===== src/rtl/nx_des_word_aligner_pkg.sv =====
// Shared types and constants for the NX_DES word aligner and its rotate helper.
package nx_des_word_aligner_pkg;

   typedef enum logic [1:0] {
      SEARCH = 2'd0,
      VERIFY = 2'd1,
      LOCK   = 2'd2
   } align_state_t;

   localparam int OFS_W = 3;
   localparam int CNT_W = 8;

   // Offset advance with wrap from size-1 back to 0.
   function automatic logic [OFS_W-1:0] next_offset(input logic [OFS_W-1:0] ofs,
                                                    input int size);
      return (ofs == OFS_W'(size - 1)) ? '0 : ofs + OFS_W'(1);
   endfunction

endpackage


===== src/rtl/nx_word_rotate.sv =====
// Combinational window select: picks DATA_SIZE contiguous bits out of a
// two-word window {newer, older} starting at bit offset ofs.
module nx_word_rotate
   import nx_des_word_aligner_pkg::*;
#(
   parameter int DATA_SIZE = 5
) (
   input  logic [2*DATA_SIZE-1:0] window,
   input  logic [OFS_W-1:0]       ofs,
   output logic [DATA_SIZE-1:0]   word
);

   // An out-of-range offset falls back to the newer word.
   always_comb begin
      word = window[2*DATA_SIZE-1:DATA_SIZE];
      for (int k = 0; k < DATA_SIZE; k++) begin
         if (ofs == OFS_W'(k)) begin
            word = window[k +: DATA_SIZE];
         end
      end
   end

endmodule


===== src/rtl/nx_des_word_aligner.sv =====
// Word aligner behind NX_DES: searches all rotations for the training word
// during link training, locks on, then delivers framed words with status.
module nx_des_word_aligner
   import nx_des_word_aligner_pkg::*;
#(
   parameter int                   DATA_SIZE     = 5,
   parameter logic [DATA_SIZE-1:0] TRAIN_PATTERN = 5'b00111,
   parameter int                   LOCK_COUNT    = 16,
   parameter int                   LOSS_COUNT    = 4
) (
   input  logic                 CK,
   input  logic                 R,
   input  logic [DATA_SIZE-1:0] I,
   input  logic                 TRN,
   output logic [DATA_SIZE-1:0] O,
   output logic                 OV,
   output logic                 LOCKED,
   output logic [OFS_W-1:0]     OFS,
   output logic                 SLIP
);

   logic [DATA_SIZE-1:0] iq;
   logic [DATA_SIZE-1:0] prev;
   logic                 seen_edge;
   logic                 primed;
   align_state_t         state;
   align_state_t         next_state;
   logic [CNT_W-1:0]     cnt;
   logic [CNT_W-1:0]     next_cnt;
   logic [OFS_W-1:0]     next_ofs;
   logic                 next_slip;
   logic [DATA_SIZE-1:0] cand;
   logic                 match;

   nx_word_rotate #(
      .DATA_SIZE(DATA_SIZE)
   ) u_rotate (
      .window(({iq, prev})),
      .ofs   (OFS),
      .word  (cand)
   );

   // Until both iq and prev hold received words the window is meaningless.
   assign match = primed && (cand == TRAIN_PATTERN);

   always_ff @(posedge CK or posedge R) begin
      if (R) begin
         iq        <= '0;
         prev      <= '0;
         seen_edge <= 1'b0;
         primed    <= 1'b0;
         state     <= SEARCH;
         cnt       <= '0;
         OFS       <= '0;
         SLIP      <= 1'b0;
         O         <= '0;
         OV        <= 1'b0;
         LOCKED    <= 1'b0;
      end else begin
         iq        <= I;
         prev      <= iq;
         seen_edge <= 1'b1;
         primed    <= seen_edge;
         state     <= next_state;
         cnt       <= next_cnt;
         OFS       <= next_ofs;
         SLIP      <= next_slip;
         O         <= cand;
         OV        <= (state == LOCK);
         LOCKED    <= (state == LOCK);
      end
   end

   always_comb begin
      next_state = state;
      next_cnt   = cnt;
      next_ofs   = OFS;
      next_slip  = 1'b0;
      case (state)
         SEARCH: begin
            if (TRN && primed) begin
               if (match) begin
                  next_state = VERIFY;
                  next_cnt   = CNT_W'(1);
               end else begin
                  next_ofs  = next_offset(OFS, DATA_SIZE);
                  next_slip = 1'b1;
               end
            end
         end
         // LOCK_COUNT is compared before incrementing, so lock needs one extra match.
         VERIFY: begin
            if (TRN) begin
               if (match) begin
                  if (cnt == CNT_W'(LOCK_COUNT)) begin
                     next_state = LOCK;
                     next_cnt   = '0;
                  end else begin
                     next_cnt = cnt + CNT_W'(1);
                  end
               end else begin
                  next_state = SEARCH;
                  next_ofs   = next_offset(OFS, DATA_SIZE);
                  next_slip  = 1'b1;
                  next_cnt   = '0;
               end
            end
         end
         LOCK: begin
            if (!TRN || match) begin
               next_cnt = '0;
            end else if ((cnt + CNT_W'(1)) == CNT_W'(LOSS_COUNT)) begin
               next_state = SEARCH;
               next_cnt   = '0;
            end else begin
               next_cnt = cnt + CNT_W'(1);
            end
         end
         default: begin
            next_state = SEARCH;
            next_cnt   = '0;
         end
      endcase
   end

endmodule


===== config.mk =====
export PLATFORM = sky130hd
export DESIGN_NAME = nx_des_word_aligner
export DESIGN_NICKNAME = d
export VERILOG_FILES = /design/src/rtl/nx_des_word_aligner_pkg.sv /design/src/rtl/nx_word_rotate.sv /design/src/rtl/nx_des_word_aligner.sv
export SDC_FILE = /design/constraint.sdc
export NUM_CORES = 1
export LEC_CHECK = 0
export ABC_AREA = 1
export BUFFER_PORTS_ARGS = -buffer_cell sky130_fd_sc_hd__buf_2
export CORE_UTILIZATION = 45
export CTS_CLUSTER_DIAMETER = 30
export DETAILED_ROUTE_END_ITERATION = 8
export HOLD_SLACK_MARGIN = 0.05
export PLACE_DENSITY = 0.73
export REMOVE_ABC_BUFFERS = 1
export SLEW_MARGIN = 20
export SYNTH_ARGS = -nofsm -noshare
export SYNTH_HDL_FRONTEND = slang
export SYNTH_HIERARCHICAL = 1
export SYNTH_SLANG_ARGS = --single-unit

===== constraint.sdc =====
create_clock -name CK -period 2.35 [get_ports CK]
set_input_delay 0.47 -clock CK [delete_from_list [all_inputs] [get_ports CK]]
set_output_delay 0.47 -clock CK [all_outputs]
set_load 0.02 [all_outputs]

==> results.py <==
metrics = {
    "worst_setup_path": {
        "ff2ff_path_depth": 16,
        "cp.arrival_ns": 2.32,
        "crit_path_end_kind": "flop",
        "critPathLaunchType": "flop",
        "path_max_fanout": 8,
        "criticalPathCategory": "flop to flop",
        "worst_ep_required_time_ns": 2.52,
    },
    "cells_and_area": {
        "layout-drive-gt1-share": 0.257,
        "n_antenna_cell": 0,
        "stdcell_area_um2": 2050,
        "area.growth.synth_to_final_pct": 17.7,
        "fillCellCount": 347,
        "fin_util": 0.557,
        "nets": 264,
    },
    "synth": {
        "yosysMostFrequentCell": "nand2_1",
        "ys_ff_latch": 32,
        "syn_area_per_cell_um2": 7.86,
        "synth_enable_flop_cells": 0,
        "synth_area_leaders": "dfrtp_1 (46%), nand2_1 (14%), nor2_1 (5.8%)",
        "async_flop_share": 1.00,
        "synth_top_area_frac": 0.459,
        "yosysUniqueCellTypes": 31,
        "synth_warnings": 6,
        "yosysTopAreaCell": "dfrtp_1",
        "ys.flop_type": "dfrtp_1",
        "synth_top_cells_by_count": "nand2_1 (65), dfrtp_1 (32), nor2_1 (27), inv_1 (19), nand3_1 (17)",
        "synth_seq_area_share": 0.459,
        "netlist_area_um2": 1740,
        "post_synth_inst_count": 222,
    },
    "placed_design": {
        "placed_cell_area_um2": 1900,
        "place_congestion": 0.919,
        "dp_hpwl_um": 2580,
        "io_buffers": 18,
    },
    "die": {
        "ios": 19,
        "core_area_um2": 3690,
        "num_rows": 22,
        "die_h_um": 64.3,
        "die_w_um": 64.3,
        "die-area_um2": 4130,
        "start_util": 0.473,
    },
    "drt": {
        "drt-total-wl_um": 3620,
        "drt-pass1-iter-count": 4,
        "viasPerCell": 5.09,
        "dr.first_iter.drc_count": 75,
        "ant_nets": 0,
        "wire_per_inst_um": 12.0,
        "via_count": 1533,
        "drc": 0,
    },
    "pwr": {
        "p_leak_nw": 1.01,
        "powerDensity_nw_per_um2": 1110,
        "peakVddDrop_mv": 0.636,
        "p_total_mw": 2.28,
    },
    "grt": {
        "grt_pass1_wl_um": 6090,
        "antenna_found_initial": 0,
        "overflow": 0,
        "grt_pass1_vias": 1352,
        "grt_max_degree": 33,
        "grt.total_usage": 0.194,
    },
    "timing": {
        "slew_viol_final": 0,
        "finalSetupViolCount": 0,
        "finalSetupTns_ns": 0,
        "hold_viol": 0,
        "max_freq_mhz": 466,
        "period_needed_ns": 2.15,
        "holdWs_ns": 0.252,
        "skew_ns": 0.00915,
        "finalCritPeriodShare": 0.914,
    },
    "clock_network": {
        "cts-root-buf": "clkbuf_8",
        "cts_buffers": 5,
        "cts_hold_buf": 0,
        "cts.sinks": 32,
        "clk_path_buf_depth": 2,
        "cts.htree.levels": 2,
        "cts_tree": "yes",
        "clk_pin_slew_ns": 0.08,
        "insertion_delay_ns": 0.29,
    },
    "status": {
        "outcome": "complete, no violations",
    },
    "min_path": {
        "hold_path.class": "input port to async pin",
    },
    "flow_run": {
        "drv_cap": 0,
    },
}
cell families after synthesis:
group / Yosys count / share of synthesized area
and+or+nand+nor: 135 / 0.364
DFF: 32 / 0.459
buffers and inverters: 26 / 0.0638
AOI/OAI and AO/OA: 23 / 0.0768
adders and majority gates: 4 / 0.0287
xor gates and xnor gates: 1 / 0.00502
other: 1 / 0.00215
power breakdown:
part / switching (mW) / internal (mW) / total, mW
combinational: 0.696 / 0.374 / 1.07
clock: 0.225 / 0.210 / 0.434
sequential: 0.112 / 0.664 / 0.776
total: 1.03 / 1.25 / 2.28
state kept, by name, summed over array words and instances (netlist names):
name,cells
cnt,8
O,5
iq,5
prev,5
OFS,3
state,2
LOCKED,1
SLIP,1
primed,1
seen_edge,1
routing by layer:
layer,GRT usage,part of all wire,vias up
li1,-,-,765
met1,0.277,0.49,714
met2,0.267,0.44,46
met3,0.0536,0.050,8
met4,0.0917,0.018,0
met5,0,0,-
critical path, cell delays in order, from the launching register on:
cell and delay, ns:
dfrtp_2 0.50, nor2_4 0.22, nand2_4 0.09, nand2_1 0.07
nand3_1 0.08, nand2_1 0.06, nand2_1 0.05, nand2_1 0.06
nand2_1 0.08, nor2_2 0.13, nand2_2 0.11, nand2_2 0.11
nand2_4 0.07, inv_2 0.12, nand2_1 0.09, o21ai_1 0.13
inv_1 0.05
worst paths after layout:
check,slack [ns],startpoint,to
max,0.20,OFS[1]$_DFFE_PP0P_,state[0]$_DFFE_PP0P_
min,0.25,R,primed$_DFF_PP0_
max reg2reg,0.20,OFS[1]$_DFFE_PP0P_,state[0]$_DFFE_PP0P_
min reg2reg,0.36,seen_edge$_DFF_PP0_,primed$_DFF_PP0_
max in group asynchronous,1.79,R,OFS[1]$_DFFE_PP0P_
min in group CK,0.28,I[0],iq[0]$_DFF_PP0_
layout make-up:
cell class,count,area (um^2),share of cell area
multi-input combinational,164,862,0.420
timing repair buffer,25,143,0.0695
sequential,32,803,0.391
clock inverter,3,23.8,0.0116
inverter,24,92.6,0.0451
tap,48,60.1,0.0293
clock buffer,5,68.8,0.0335
cell usage in the layout (no fill, tap or decap):
cell type,Yosys,final
inv_4,1,1
nor3_1,6,6
a21oi_2,2,2
buf_2,0,18
o21bai_1,1,1
a21oi_1,2,2
inv_1,19,19
a31oi_1,1,1
nand2_1,65,62
and2_1,1,1
nor2_4,4,4
nor3_4,1,1
nand4_1,1,1
inv_2,3,3
clkbuf_8,0,5
nand2_4,0,2
nand3_4,1,1
nor2_2,1,4
o21ai_0,11,11
o22ai_1,4,4
buf_4,1,7
nand3_2,2,3
ha_1,4,4
nand2_2,8,9
clkinvlp_4,0,2
nand3b_1,1,1
nand3_1,17,16
o21ai_1,1,1
dfrtp_1,32,30
o31ai_1,1,1
dfrtp_2,0,2
clkinv_4,0,1
conb_1,1,1
clkinv_1,1,1
nor2_1,27,24
xor2_1,1,1
metrics by stage:
| stage | cells | setup WS (ns) |
|---|---|---|
| 3_3_place_gp | 289 | 0.122 |
| 5_1_grt | 301 | -0.0130 |
| 6_report | 301 | 0.203 |
| 2_1_floorplan | 220 | 0.202 |
| 3_5_place_dp | 289 | 0.0941 |
| 4_1_cts | 297 | 0.0558 |
repair_timing:
action,4_1_cts,5_1_grt
buffers inserted,0,4
endpoints found under the setup margin,0,13
resized for setup,0,11
No activity file was read; power rests on OpenSTA's default activity.
